## src/rtl/rot4_arb_pkg.sv

```systemverilog
`default_nettype none
// ============================================================================
//  Module   : rot4_arb_pkg
//  Brief    : Shared widths and FSM state encoding for the rot4 arbiter.
//  Revision : 1.0  initial release
// ============================================================================
package rot4_arb_pkg;

    localparam int DATA_W = 4;
    localparam int AMT_W  = 2;

    localparam logic [1:0] ST_IDLE = 2'd0;
    localparam logic [1:0] ST_ROT  = 2'd1;
    localparam logic [1:0] ST_HOLD = 2'd2;

endpackage : rot4_arb_pkg
`default_nettype wire

```

## src/rtl/rot4_core.sv

```systemverilog
`default_nettype none
// ============================================================================
//  Module   : rot4_core
//  Brief    : Combinational 4-bit rotate-right, two 2:1 mux stages (by 2, then by 1).
//  Revision : 1.0  initial release
// ============================================================================
module rot4_core
    import rot4_arb_pkg::*;
(
    input  logic [DATA_W-1:0] data,
    input  logic [AMT_W-1:0]  amt,
    output logic [DATA_W-1:0] result
);

    logic [DATA_W-1:0] w_stage1;

    assign w_stage1 = amt[1] ? {data[1:0], data[3:2]} : data;
    assign result   = amt[0] ? {w_stage1[0], w_stage1[3:1]} : w_stage1;

endmodule : rot4_core
`default_nettype wire

```

## src/rtl/rot4_share_arbiter.sv

```systemverilog
`default_nettype none
// ============================================================================
//  Module   : rot4_share_arbiter
//  Brief    : Round-robin share of one rotate-right datapath between two
//             requesters, registered response and per-requester done counters.
//  Revision : 1.0  initial release
// ============================================================================
module rot4_share_arbiter
    import rot4_arb_pkg::*;
#(
    parameter int CNT_W = 8
) (
    input  logic              clk,
    input  logic              rst,
    input  logic              req0_valid,
    input  logic [DATA_W-1:0] req0_data,
    input  logic [AMT_W-1:0]  req0_amt,
    output logic              req0_ready,
    input  logic              req1_valid,
    input  logic [DATA_W-1:0] req1_data,
    input  logic [AMT_W-1:0]  req1_amt,
    output logic              req1_ready,
    output logic              resp_valid,
    input  logic              resp_ready,
    output logic [DATA_W-1:0] resp_data,
    output logic              resp_id,
    output logic [CNT_W-1:0]  done0_cnt,
    output logic [CNT_W-1:0]  done1_cnt
);

    logic [1:0]        r_state;
    logic [1:0]        w_state_nxt;
    logic              r_last_grant;
    logic              w_grant_vld;
    logic              w_grant_id;
    logic              w_resp_hs;
    logic [DATA_W-1:0] r_op;
    logic [AMT_W-1:0]  r_amt;
    logic              r_id;
    logic [DATA_W-1:0] w_rot;
    logic [DATA_W-1:0] r_resp_data;
    logic              r_resp_id;
    logic [CNT_W-1:0]  r_done0;
    logic [CNT_W-1:0]  r_done1;

    // Grant only in IDLE; a tie goes to the requester not served last.
    always_comb begin
        w_grant_vld = 1'b0;
        w_grant_id  = 1'b0;
        if (r_state == ST_IDLE) begin
            if (req0_valid && req1_valid) begin
                w_grant_vld = 1'b1;
                w_grant_id  = ~r_last_grant;
            end else if (req0_valid) begin
                w_grant_vld = 1'b1;
                w_grant_id  = 1'b0;
            end else if (req1_valid) begin
                w_grant_vld = 1'b1;
                w_grant_id  = 1'b1;
            end
        end
    end

    assign req0_ready = w_grant_vld && !w_grant_id;
    assign req1_ready = w_grant_vld &&  w_grant_id;
    assign resp_valid = (r_state == ST_HOLD);
    assign w_resp_hs  = resp_valid && resp_ready;

    always_comb begin
        w_state_nxt = r_state;
        case (r_state)
            ST_IDLE: if (w_grant_vld) w_state_nxt = ST_ROT;
            ST_ROT:  w_state_nxt = ST_HOLD;
            ST_HOLD: if (resp_ready) w_state_nxt = ST_IDLE;
            default: w_state_nxt = ST_IDLE;
        endcase
    end

    rot4_core u_core (
        .data   (r_op),
        .amt    (r_amt),
        .result (w_rot)
    );

    always_ff @(posedge clk) begin
        if (rst) begin
            r_state      <= ST_IDLE;
            r_last_grant <= 1'b1;
            r_op         <= '0;
            r_amt        <= '0;
            r_id         <= 1'b0;
            r_resp_data  <= '0;
            r_resp_id    <= 1'b0;
            r_done0      <= '0;
            r_done1      <= '0;
        end else begin
            r_state <= w_state_nxt;
            if (w_grant_vld) begin
                r_op         <= w_grant_id ? req1_data : req0_data;
                r_amt        <= w_grant_id ? req1_amt  : req0_amt;
                r_id         <= w_grant_id;
                r_last_grant <= w_grant_id;
            end
            if (r_state == ST_ROT) begin
                r_resp_data <= w_rot;
                r_resp_id   <= r_id;
            end
            if (w_resp_hs) begin
                if (r_resp_id) r_done1 <= r_done1 + 1'b1;
                else           r_done0 <= r_done0 + 1'b1;
            end
        end
    end

    assign resp_data = r_resp_data;
    assign resp_id   = r_resp_id;
    assign done0_cnt = r_done0;
    assign done1_cnt = r_done1;

endmodule : rot4_share_arbiter
`default_nettype wire

```

## config.mk

```make
export PLATFORM = sky130hd
export DESIGN_NAME = rot4_share_arbiter
export DESIGN_NICKNAME = d
export VERILOG_FILES = /design/src/rtl/rot4_arb_pkg.sv /design/src/rtl/rot4_core.sv /design/src/rtl/rot4_share_arbiter.sv
export SDC_FILE = /design/constraint.sdc
export NUM_CORES = 1
export LEC_CHECK = 0
export BUFFER_PORTS_ARGS = -buffer_cell sky130_fd_sc_hd__buf_2
export CORE_ASPECT_RATIO = 1.75
export CORE_MARGIN = 2
export CORE_UTILIZATION = 46
export CTS_CLUSTER_DIAMETER = 150
export DETAILED_ROUTE_END_ITERATION = 12
export PLACE_DENSITY = 0.71
export SETUP_SLACK_MARGIN = 0.15
export SYNTH_ARGS = -nofsm -noshare
export SYNTH_HDL_FRONTEND = slang
export SYNTH_SLANG_ARGS = --single-unit
```

## constraint.sdc

```tcl
create_clock -name clk -period 1.3 [get_ports clk]
set_input_delay 0.26 -clock clk [delete_from_list [all_inputs] [get_ports clk]]
set_output_delay 0.26 -clock clk [all_outputs]
set_load 0.01 [all_outputs]
```

==> results_dict.tcl <==
set metrics [dict create \
    outcome "complete, but fails checks" \
    failed_checks "setup timing" \
    post_route_cells_drive_above_1_share_pct 53.13 \
    cts_buffers 5 \
    yosysWarningCount 0 \
    number_of_antenna_violations_at_the_first_check_in_global_routing 0 \
    grt_util_met2_pct 37.40 \
    cts-root-to-sink-buffers 2 \
    share_of_synthesized_cell_area_in_full_adder_half_adder_and_majority_cells_pct 1.675 \
    syn_area_per_cell_um2 9.000 \
    placedCellCount 251 \
    clk_root_buffer_cell "sky130_fd_sc_hd__clkbuf_8" \
    synth_ff_type "sky130_fd_sc_hd__dfxtp_1" \
    ir_drop_mv 0.7714 \
    timing.critical_path.required_ns 1.04 \
    synth_fp_nets 185 \
    cpMostUsedCell "sky130_fd_sc_hd__or2_4" \
    design.core.area_um2 3142 \
    layout.nets 242 \
    worst_hold_path_type "input port to register" \
    vias 1474 \
    cpMaxStageDelayCell "sky130_fd_sc_hd__dfxtp_2" \
    globalRoute.totalOverflow 0 \
    worstSkewPairLatency_ns 0.28 \
    critical_path.cell_chain "or2_4 > or2_4 > inv_2 > buf_6" \
    timing.final.crit_period_ns 1.513 \
    final.setup_skew_ns 0.005786 \
    post_syn_instances 166 \
    rows 27 \
    grt_max_degree 25 \
    clock_sink_count 31 \
    initial_core_util_pct 47.55 \
    antenna-diode-count 0 \
    crit_type "register to output pin" \
    drc 0 \
    power.total_mw 2.267 \
    synth-xor-area-share_pct 1.173 \
    design.portCount 41 \
    synth-edff-count 0 \
    synth_simple_gate_area_share_pct 22.70 \
    cell_with_the_most_instances_after_synthesis "sky130_fd_sc_hd__dfxtp_1" \
    grt_setup_unrepaired "true" \
    syn_area_um2 1494 \
    report.final.hold_viol_count 0 \
    fin_crit_sh_pct 116.4 \
    yosysTopAreaCellShare_pct 41.54 \
    ys_seq_area_share_pct 41.54 \
    synth.area.top_cells "sky130_fd_sc_hd__dfxtp_1 (42%), sky130_fd_sc_hd__a21oi_1 (6.0%), sky130_fd_sc_hd__a2111oi_2 (6.0%)" \
    timing.final.ws_setup_ns -0.2135 \
    synth_top_family_by_area "simple AND/OR/NAND/NOR gates" \
    leakagePower_nw 0.8673 \
    routed_wire_length_per_instance_um 14.29 \
    crit_cells 4 \
    achievable-frequency_mhz 660.7 \
    cts_tree "yes" \
    maxCapViolations 0 \
    cts_max_level 2 \
    route.final.wire_length_um 3815 \
    timing.setup.tns_ns -2.466 \
    cp.buffers_inverters 2 \
    dr.pass1.iters 4 \
    gp_congestion 0.7402 \
    detail_route.iter0.violations 22 \
    grt_first_pass_wirelength_um 5809 \
    async_flop_share_pct 0 \
    timing.reg2reg.worst_path_depth 5 \
    grt_use_met3_pct 6.561 \
    crit_path_max_fanout 2 \
    post_layout_nonfiller_instances 267 \
    top_usage_layer "met2" \
    drtAntennaViolNets 0 \
    vias_per_cell 5.521 \
    synthTopCellsByCount "sky130_fd_sc_hd__dfxtp_1 (31), sky130_fd_sc_hd__a21oi_1 (18), sky130_fd_sc_hd__nor3_1 (12), sky130_fd_sc_hd__nor2_1 (10), sky130_fd_sc_hd__o21ai_0 (8)" \
    timing.final.setup_violations 20 \
    synth_top_cell_by_area "sky130_fd_sc_hd__dfxtp_1" \
    synth-compound-area-share_pct 19.01 \
    critPathMaxStageDelay_ns 0.32 \
    muxShareOfSynthArea_pct 9.213 \
    hold_ws_ns 0.2760 \
    grt_pass1_vias 1358 \
    dieArea_um2 3738 \
    grt_util_all_layers_pct 21.45 \
    worstSetupStartpointType "register" \
    cts.clk_slew.worst_paths_ns 0.06 \
    power_density_nw_per_um2 1023 \
    relSlewSlack_pct 72.87 \
    hold_path_depth 3 \
    ys_ff_latch 31 \
    io_buffers 40 \
    setup.worst_path.end_class "output pin" \
    floorplan.die.height_um 79.39 \
    grt_use_met1_pct 21.66 \
    tightestPinTransition_ns 0.4038 \
    hpwl_um 2479 \
    drv_slew 0 \
    finish.utilization_pct 70.49 \
    worst_path_dominant_cell_family "simple AND/OR/NAND/NOR gates" \
    cts_hold_buffers 0 \
    cp.arrival_ns 1.25 \
    area_growth_syn_to_layout_pct 48.24 \
    die_outline_width_um 47.08 \
    synth.lib_cells_used.distinct 33 \
]
[placed cells by master (no fill, tap or decap), drive strengths merged, types with 5 or more instances in the layout]
cell and n:
inv 5, buf 61, mux2i 7, nor2 10, a21oi 18, nand2 5, dfxtp 31, or3 6
clkbuf 6, a2111oi 6, mux2 6, nand3 6, nor3 12, o21ai 11
[final timing paths]
check             slack [ns]                         to                      start
setup / recovery       -0.21                 req1_ready    r_state[1]$_SDFFE_PP0P_
hold / removal          0.28    r_state[1]$_SDFFE_PP0P_                 resp_ready
setup reg to reg       -0.19  done0_cnt[6]$_SDFFE_PP0P_    r_state[1]$_SDFFE_PP0P_
hold reg to reg         0.48  r_last_grant$_SDFFE_PP1N_  r_last_grant$_SDFFE_PP1N_
[metal layers]
metal	vias up	routed length, um	part of all wire (%)
li1	724	-	-
met1	683	1347	35
met2	53	2166	57
met3	14	174	4.6
met4	0	125	3.3
met5	-	0	0
[through the flow]
step           instance area, um2  setup slack, ns
2_1_floorplan                1565         -0.06088
3_3_place_gp                 1851         -0.09448
3_5_place_dp                 1851          -0.1090
4_1_cts                      2142          -0.2528
5_1_grt                      2215          -0.2575
6_report                     2215          -0.2135
[layout make-up]
class,instances,area [um2]
clock buffers,6,72.57
clock inverters,2,7.507
multi-input cells,119,1007
inverters,5,18.77
fillers,249,927.1
flip-flops and latches,31,650.6
repair buffers,61,404.1
well taps,43,53.80
[where the power goes]
part	internal (mW)	total (mW)	leakage, nW	switching (mW)
sequential	0.993	1.04	0.260	0.0444
combinational	0.272	0.524	0.567	0.252
clock	0.364	0.705	0.0403	0.341
total	1.63	2.27	0.867	0.637
[what timing repair did]
action,4_1_cts,5_1_grt
pin swaps,4,3
gates resized for setup,29,17
hold endpoints to repair,0,0
buffers inserted,7,1
setup endpoints to repair,26,31
[sequential cells by signal, summed over array words and instances, names as in the netlist]
| name | count |
|---|---|
| done0_cnt | 8 |
| done1_cnt | 8 |
| r_op | 4 |
| resp_data | 4 |
| r_amt | 2 |
| r_state | 2 |
| r_id | 1 |
| r_last_grant | 1 |
| resp_id | 1 |
[logic make-up after synthesis]
logic type               Yosys count
AO/OA/AOI/OAI                     41
buffers and inverters             16
multiplexers                      13
AND/OR/NAND/NOR                   61
adder cells (fa/ha/maj)            2
flip-flops                        31
XOR/XNOR                           2
[worst register-to-register path: stages (launching register included)]
cell and delay, ns:
sky130_fd_sc_hd__dfxtp_2 0.32, sky130_fd_sc_hd__buf_4 0.13, sky130_fd_sc_hd__nand4bb_1 0.21, sky130_fd_sc_hd__buf_6 0.21, sky130_fd_sc_hd__or4_1 0.40, sky130_fd_sc_hd__a21oi_1 0.14
No activity file was read; power rests on OpenSTA's default activity.
